==> src/rtl/gpu_core_pkg.sv <==
// Shared TinyGPU core definitions: core FSM encoding, NZP bit positions and
// default widths.
package gpu_core_pkg;

  typedef enum logic [2:0] {
    IDLE    = 3'b000,
    FETCH   = 3'b001,
    DECODE  = 3'b010,
    REQUEST = 3'b011,
    WAIT    = 3'b100,
    EXECUTE = 3'b101,
    UPDATE  = 3'b110,
    DONE    = 3'b111
  } core_state_t;

  localparam int NZP_N_BIT = 2;
  localparam int NZP_Z_BIT = 1;
  localparam int NZP_P_BIT = 0;

  localparam int PC_WIDTH_DEF   = 8;
  localparam int DATA_WIDTH_DEF = 8;

endpackage

==> src/rtl/PC_MuxOne.sv <==
// Final next-PC select: branch target when the condition holds, else PC+1.
module PC_MuxOne #(
  parameter int WIDTH = 8
) (
  input  logic             NZPSelect,
  input  logic [WIDTH-1:0] CurrentPCPlus,
  input  logic [WIDTH-1:0] Immediate,
  output logic [WIDTH-1:0] Branch
);

  assign Branch = NZPSelect ? Immediate : CurrentPCPlus;

endmodule

==> src/rtl/pc_nzp_unit.sv <==
// Per-thread PC / condition-code stage: holds NZP, resolves BRnzp in EXECUTE,
// and registers NextPC, BranchTaken and the sticky Done flag.
module pc_nzp_unit
  import gpu_core_pkg::*;
#(
  parameter int PC_WIDTH   = PC_WIDTH_DEF,
  parameter int DATA_WIDTH = DATA_WIDTH_DEF
) (
  input  logic                  Clk,
  input  logic                  Reset,
  input  logic                  Enable,
  input  logic [2:0]            CoreState,
  input  logic [PC_WIDTH-1:0]   CurrentPC,
  input  logic [2:0]            DecodedNZP,
  input  logic [PC_WIDTH-1:0]   DecodedImmediate,
  input  logic                  DecodedPCMux,
  input  logic                  DecodedNZPWriteEnable,
  input  logic                  DecodedRet,
  input  logic [DATA_WIDTH-1:0] ALUOut,
  output logic [PC_WIDTH-1:0]   NextPC,
  output logic                  NextPCValid,
  output logic                  BranchTaken,
  output logic [2:0]            NZP,
  output logic                  Done
);

  core_state_t         state;
  logic [2:0]          nzp_p1;
  logic [PC_WIDTH-1:0] nextpc_p1;
  logic                vld_p1;
  logic                taken_p1;
  logic                done_p1;
  logic                nzpsel_p0;
  logic [PC_WIDTH-1:0] pcplus_p0;
  logic [PC_WIDTH-1:0] branch_p0;
  logic                unused_alu_hi;

  assign state         = core_state_t'(CoreState);
  assign unused_alu_hi = ^ALUOut[DATA_WIDTH-1:3];

  // p0: condition evaluation from the registered NZP (no forwarding)
  assign nzpsel_p0 = DecodedPCMux & (|(nzp_p1 & DecodedNZP));
  assign pcplus_p0 = CurrentPC + PC_WIDTH'(1);

  PC_MuxOne #(
    .WIDTH(PC_WIDTH)
  ) u_pc_mux (
    .NZPSelect    (nzpsel_p0),
    .CurrentPCPlus(pcplus_p0),
    .Immediate    (DecodedImmediate),
    .Branch       (branch_p0)
  );

  // p1: architectural registers
  always_ff @(posedge Clk) begin
    if (Reset) begin
      nzp_p1    <= 3'b000;
      nextpc_p1 <= '0;
      vld_p1    <= 1'b0;
      taken_p1  <= 1'b0;
      done_p1   <= 1'b0;
    end else begin
      taken_p1 <= 1'b0;
      if (Enable) begin
        if (state == FETCH) begin
          vld_p1 <= 1'b0;
        end else if (!done_p1 && state == EXECUTE) begin
          if (DecodedRet) begin
            done_p1 <= 1'b1;
          end else begin
            nextpc_p1 <= branch_p0;
            vld_p1    <= 1'b1;
            taken_p1  <= nzpsel_p0;
          end
        end else if (!done_p1 && state == UPDATE && DecodedNZPWriteEnable) begin
          nzp_p1 <= ALUOut[2:0];
        end
      end
    end
  end

  assign NextPC      = nextpc_p1;
  assign NextPCValid = vld_p1;
  assign BranchTaken = taken_p1;
  assign NZP         = nzp_p1;
  assign Done        = done_p1;

endmodule

==> config.mk <==
export PLATFORM = sky130hd
export DESIGN_NAME = pc_nzp_unit
export DESIGN_NICKNAME = d
export VERILOG_FILES = /design/src/rtl/gpu_core_pkg.sv /design/src/rtl/PC_MuxOne.sv /design/src/rtl/pc_nzp_unit.sv
export SDC_FILE = /design/constraint.sdc
export NUM_CORES = 1
export LEC_CHECK = 0
export CAP_MARGIN = 25
export CORE_AREA = 3 3 53 55
export CTS_CLUSTER_SIZE = 16
export DETAILED_ROUTE_END_ITERATION = 12
export DIE_AREA = 0 0 56 58
export HOLD_SLACK_MARGIN = 0.08
export MAX_ROUTING_LAYER = met4
export PLACE_DENSITY = 0.74
export SLEW_MARGIN = 20
export SYNTH_ARGS = -nofsm -noshare
export SYNTH_HDL_FRONTEND = slang
export SYNTH_HIERARCHICAL = 1
export SYNTH_SLANG_ARGS = --single-unit
==> constraint.sdc <==
create_clock -name Clk -period 1.5 [get_ports Clk]
set_input_delay 0.225 -clock Clk [delete_from_list [all_inputs] [get_ports Clk]]
set_output_delay 0.225 -clock Clk [all_outputs]
set_load 0.02 [all_outputs]
==> impl_metrics.ini, run 1 <==
[outcome]
outcome = complete, no violations

[timing]
drv_slew = 0
fmax_ghz = 0.679
rsz0062_at_grt = true
tightestPinTransition_ps = 306
final_hold_viol_count = 0
period_minus_slack_ps = 1470
maxSlewHeadroom_pct = 79.6
setup_viol = 0
final.setup_skew_ps = 1.62
period_share_pct = 98.2

[yosys]
synthesis.nets = 126
synth_top_area_share_pct = 31.3
synthAdderAreaFrac_pct = 1.40
yosys.area_share.simple_pct = 29.6
synth-compound-area-share_pct = 2.37
synth_xor_area_share_pct = 5.87
ys_warn_count = 6
synth_ff_type = dfxtp_1
synth_area_leader_cell = dfxtp_1
yosys_register_bits = 14
synth_seq_area_share_pct = 31.3
syn_area_um2 = 896
synth_area_per_cell_um2 = 10.1
synth.mux.area_fraction_pct = 25.7
yosysUniqueCellTypes = 23
synth_area_leaders = dfxtp_1, nand2b_1, mux2_4
synth_enable_flop_cells = 0
synth_async_sr_flop_share_pct = 0
syn_inst = 89
synth_top_family_by_area = simple AND/OR/NAND/NOR gates

[placement]
gp_congestion = 0.859
io_buffers = 44
place_area_um2 = 1440
dp_cells = 172
dp_hpwl_um = 1700

[clock_network]
clk_latency_ps = 270
clkSinkCount = 14
clk_transition_reported_paths_ps = 80
cts.path.max_buffers = 2
numCtsBuffers = 3
tritoncts = yes
h-tree-depth = 1
clock-root-buffer = clkbuf_4
cts_hold_buffers = 0

[grt]
antenna_found_initial = 0
overflow = 0
first_global_vias = 884
grtUsageTotal_pct = 14.7
grt_max_degree = 26
grt_pass1_wl_um = 3720

[pwr]
vdd_ir_drop_max_mv = 0.393
p_leak_nw = 0.726
powerDensity_nw_per_um2 = 566

[floorplan]
fp.dieArea_um2 = 3250
start_util_pct = 36.8
core_um2 = 2430
chipHeight_um = 58
fp-row-count = 18
io_pins = 50
die_w_um = 56

[critical_path]
cp.depth = 6
cp_num_buf_inv = 1
crit_slowest_cell = a222oi_1
cp_data_required_time_ps = 1670
setup.worst_path.class = flip-flop to flip-flop
crit_path_cell_trace = a222oi_1 > buf_4 > nor2b_4 > mux2_4 > nand2b_1 > mux2i_1
reg2reg_depth = 6
cp_top_family = multiplexers
startpoint_type = flip-flop
cp_max_fo = 5
critical_path.max_stage_delay_ps = 330
cp-end-kind = flip-flop
worstPathArrival_ps = 1640

[layout]
nets = 187
areaGrowthSynthToFinish_pct = 70.8
n_fill_cell = 217
n_antenna_cell = 0
layout.area.seq_um2 = 282
layout_commonest_cell = clkdlybuf4s50_1
layout_common_cells = clkdlybuf4s50_1, nand2b_1, buf_4, dfxtp_1, mux2i_1
stdcell_area_um2 = 1530
multi_input_area_um2 = 606
drive_above_1_share_pct = 22.8
final_cells = 179
fin_util_pct = 62.9

[detailed_routing]
drc = 0
dr.pass1.iters = 4
antenna_left = 0
vias = 829
wire_per_inst_um = 12.3
drt_wl_total_um = 2200
vias_per_cell = 4.63
drt_iter0_markers = 12

[hold_path]
hold-path-cell-count = 2
min_path_type = flip-flop to flip-flop

[run]
maxCapViolCount = 0
-- routing by layer --
| layer | wire length [um] | GRT usage, % | part of all wire, % |
|---|---|---|---|
| met1 | 980 | 16.8 | 45 |
| met2 | 1020 | 24.9 | 46 |
| met3 | 196 | 4.01 | 8.9 |
| met4 | 6 | 5.08 | 0.27 |
| met5 | 0 | - | 0 |
-- state kept, by name, summed over array words and instances (netlist names) --
| register | cells |
|---|---|
| NextPC | 8 |
| NZP | 3 |
| BranchTaken | 1 |
| Done | 1 |
| NextPCValid | 1 |
-- cell type report --
| type | count | area share, % |
|---|---|---|
| Tap cell | 30 | 2.45 |
| Timing Repair Buffer | 59 | 37.0 |
| Inverter | 1 | 0.245 |
| Multi-Input combinational cell | 71 | 39.6 |
| Sequential cell | 14 | 18.4 |
| Clock buffer | 4 | 2.37 |
-- Yosys cell counts (2+ instances only) --
cell type and number:
and3_1 2, dfxtp_1 14, nand2b_1 23, clkbuf_1 2, xnor2_1 5, nand3_1 5, buf_6 2, nor2_1 4
mux2i_1 11, mux2_4 8
-- cells by family after synthesis --
group,Yosys count
AO/OA/AOI/OAI,3
XOR/XNOR,6
adder cells (fa/ha/maj),1
buffers and inverters,5
flip-flops,14
multiplexers,19
AND/OR/NAND/NOR,41
-- tightest hold or removal path: stages (launching register included) --
cell and delay, ps:
dfxtp_1 310, nand2b_1 60, mux2i_1 60
-- final timing paths --
kind             start   endpoint  slack, ps
max             NZP[1]  NextPC[3]         30
min          NextPC[2]  NextPC[2]        480
max reg2reg     NZP[1]  NextPC[3]         30
min reg2reg  NextPC[2]  NextPC[2]        480
-- where the power goes --
| part | internal (W) | leakage [nW] | switching, W |
|---|---|---|---|
| Sequential | 0.000377 | 0.114 | 0.00000291 |
| Clock | 0.000147 | 0.0210 | 0.000117 |
| Combinational | 0.000150 | 0.591 | 0.0000708 |
| Total | 0.000675 | 0.726 | 0.000191 |
-- stage by stage --
| stage | total power [W] | setup TNS (ps) | worst slack, ps | hold slack [ps] |
|---|---|---|---|---|
| final | 0.000866 | 0 | 26.4 | 478 |
| after global routing | 0.000920 | -306 | -59.5 | 506 |
| after floorplan | 0.000479 | 0 | 51.2 | 380 |
| after CTS | 0.000882 | 0 | 10.3 | 483 |
| after global placement | 0.000603 | -5550 | -653 | 458 |
| after detailed placement | 0.000607 | -6010 | -712 | 470 |
-- timing repair --
action | in CTS | in global routing
resized for setup | 6 | 10
pin swaps | 1 | 1
endpoints found under the hold margin | 0 | 0
buffers inserted | 1 | 1
cloned | 1 | 0
endpoints found under the setup margin | 13 | 13
Power figures use the tool's default switching activity.
==> run 2: changes to the inputs <==
- SKIP_LAST_GASP: unset -> 1
==> results of run 2 <==
Same layout as run 1: the final DEF is identical, and so are final timing and power.
==> run 3: changes to the inputs <==
- CAP_MARGIN: 25 -> unset
- CTS_CLUSTER_SIZE: 16 -> 10
- GPL_TIMING_DRIVEN: unset -> 1
==> results of run 3 <==
Same layout as run 1: the final DEF is identical, and so are final timing and power.
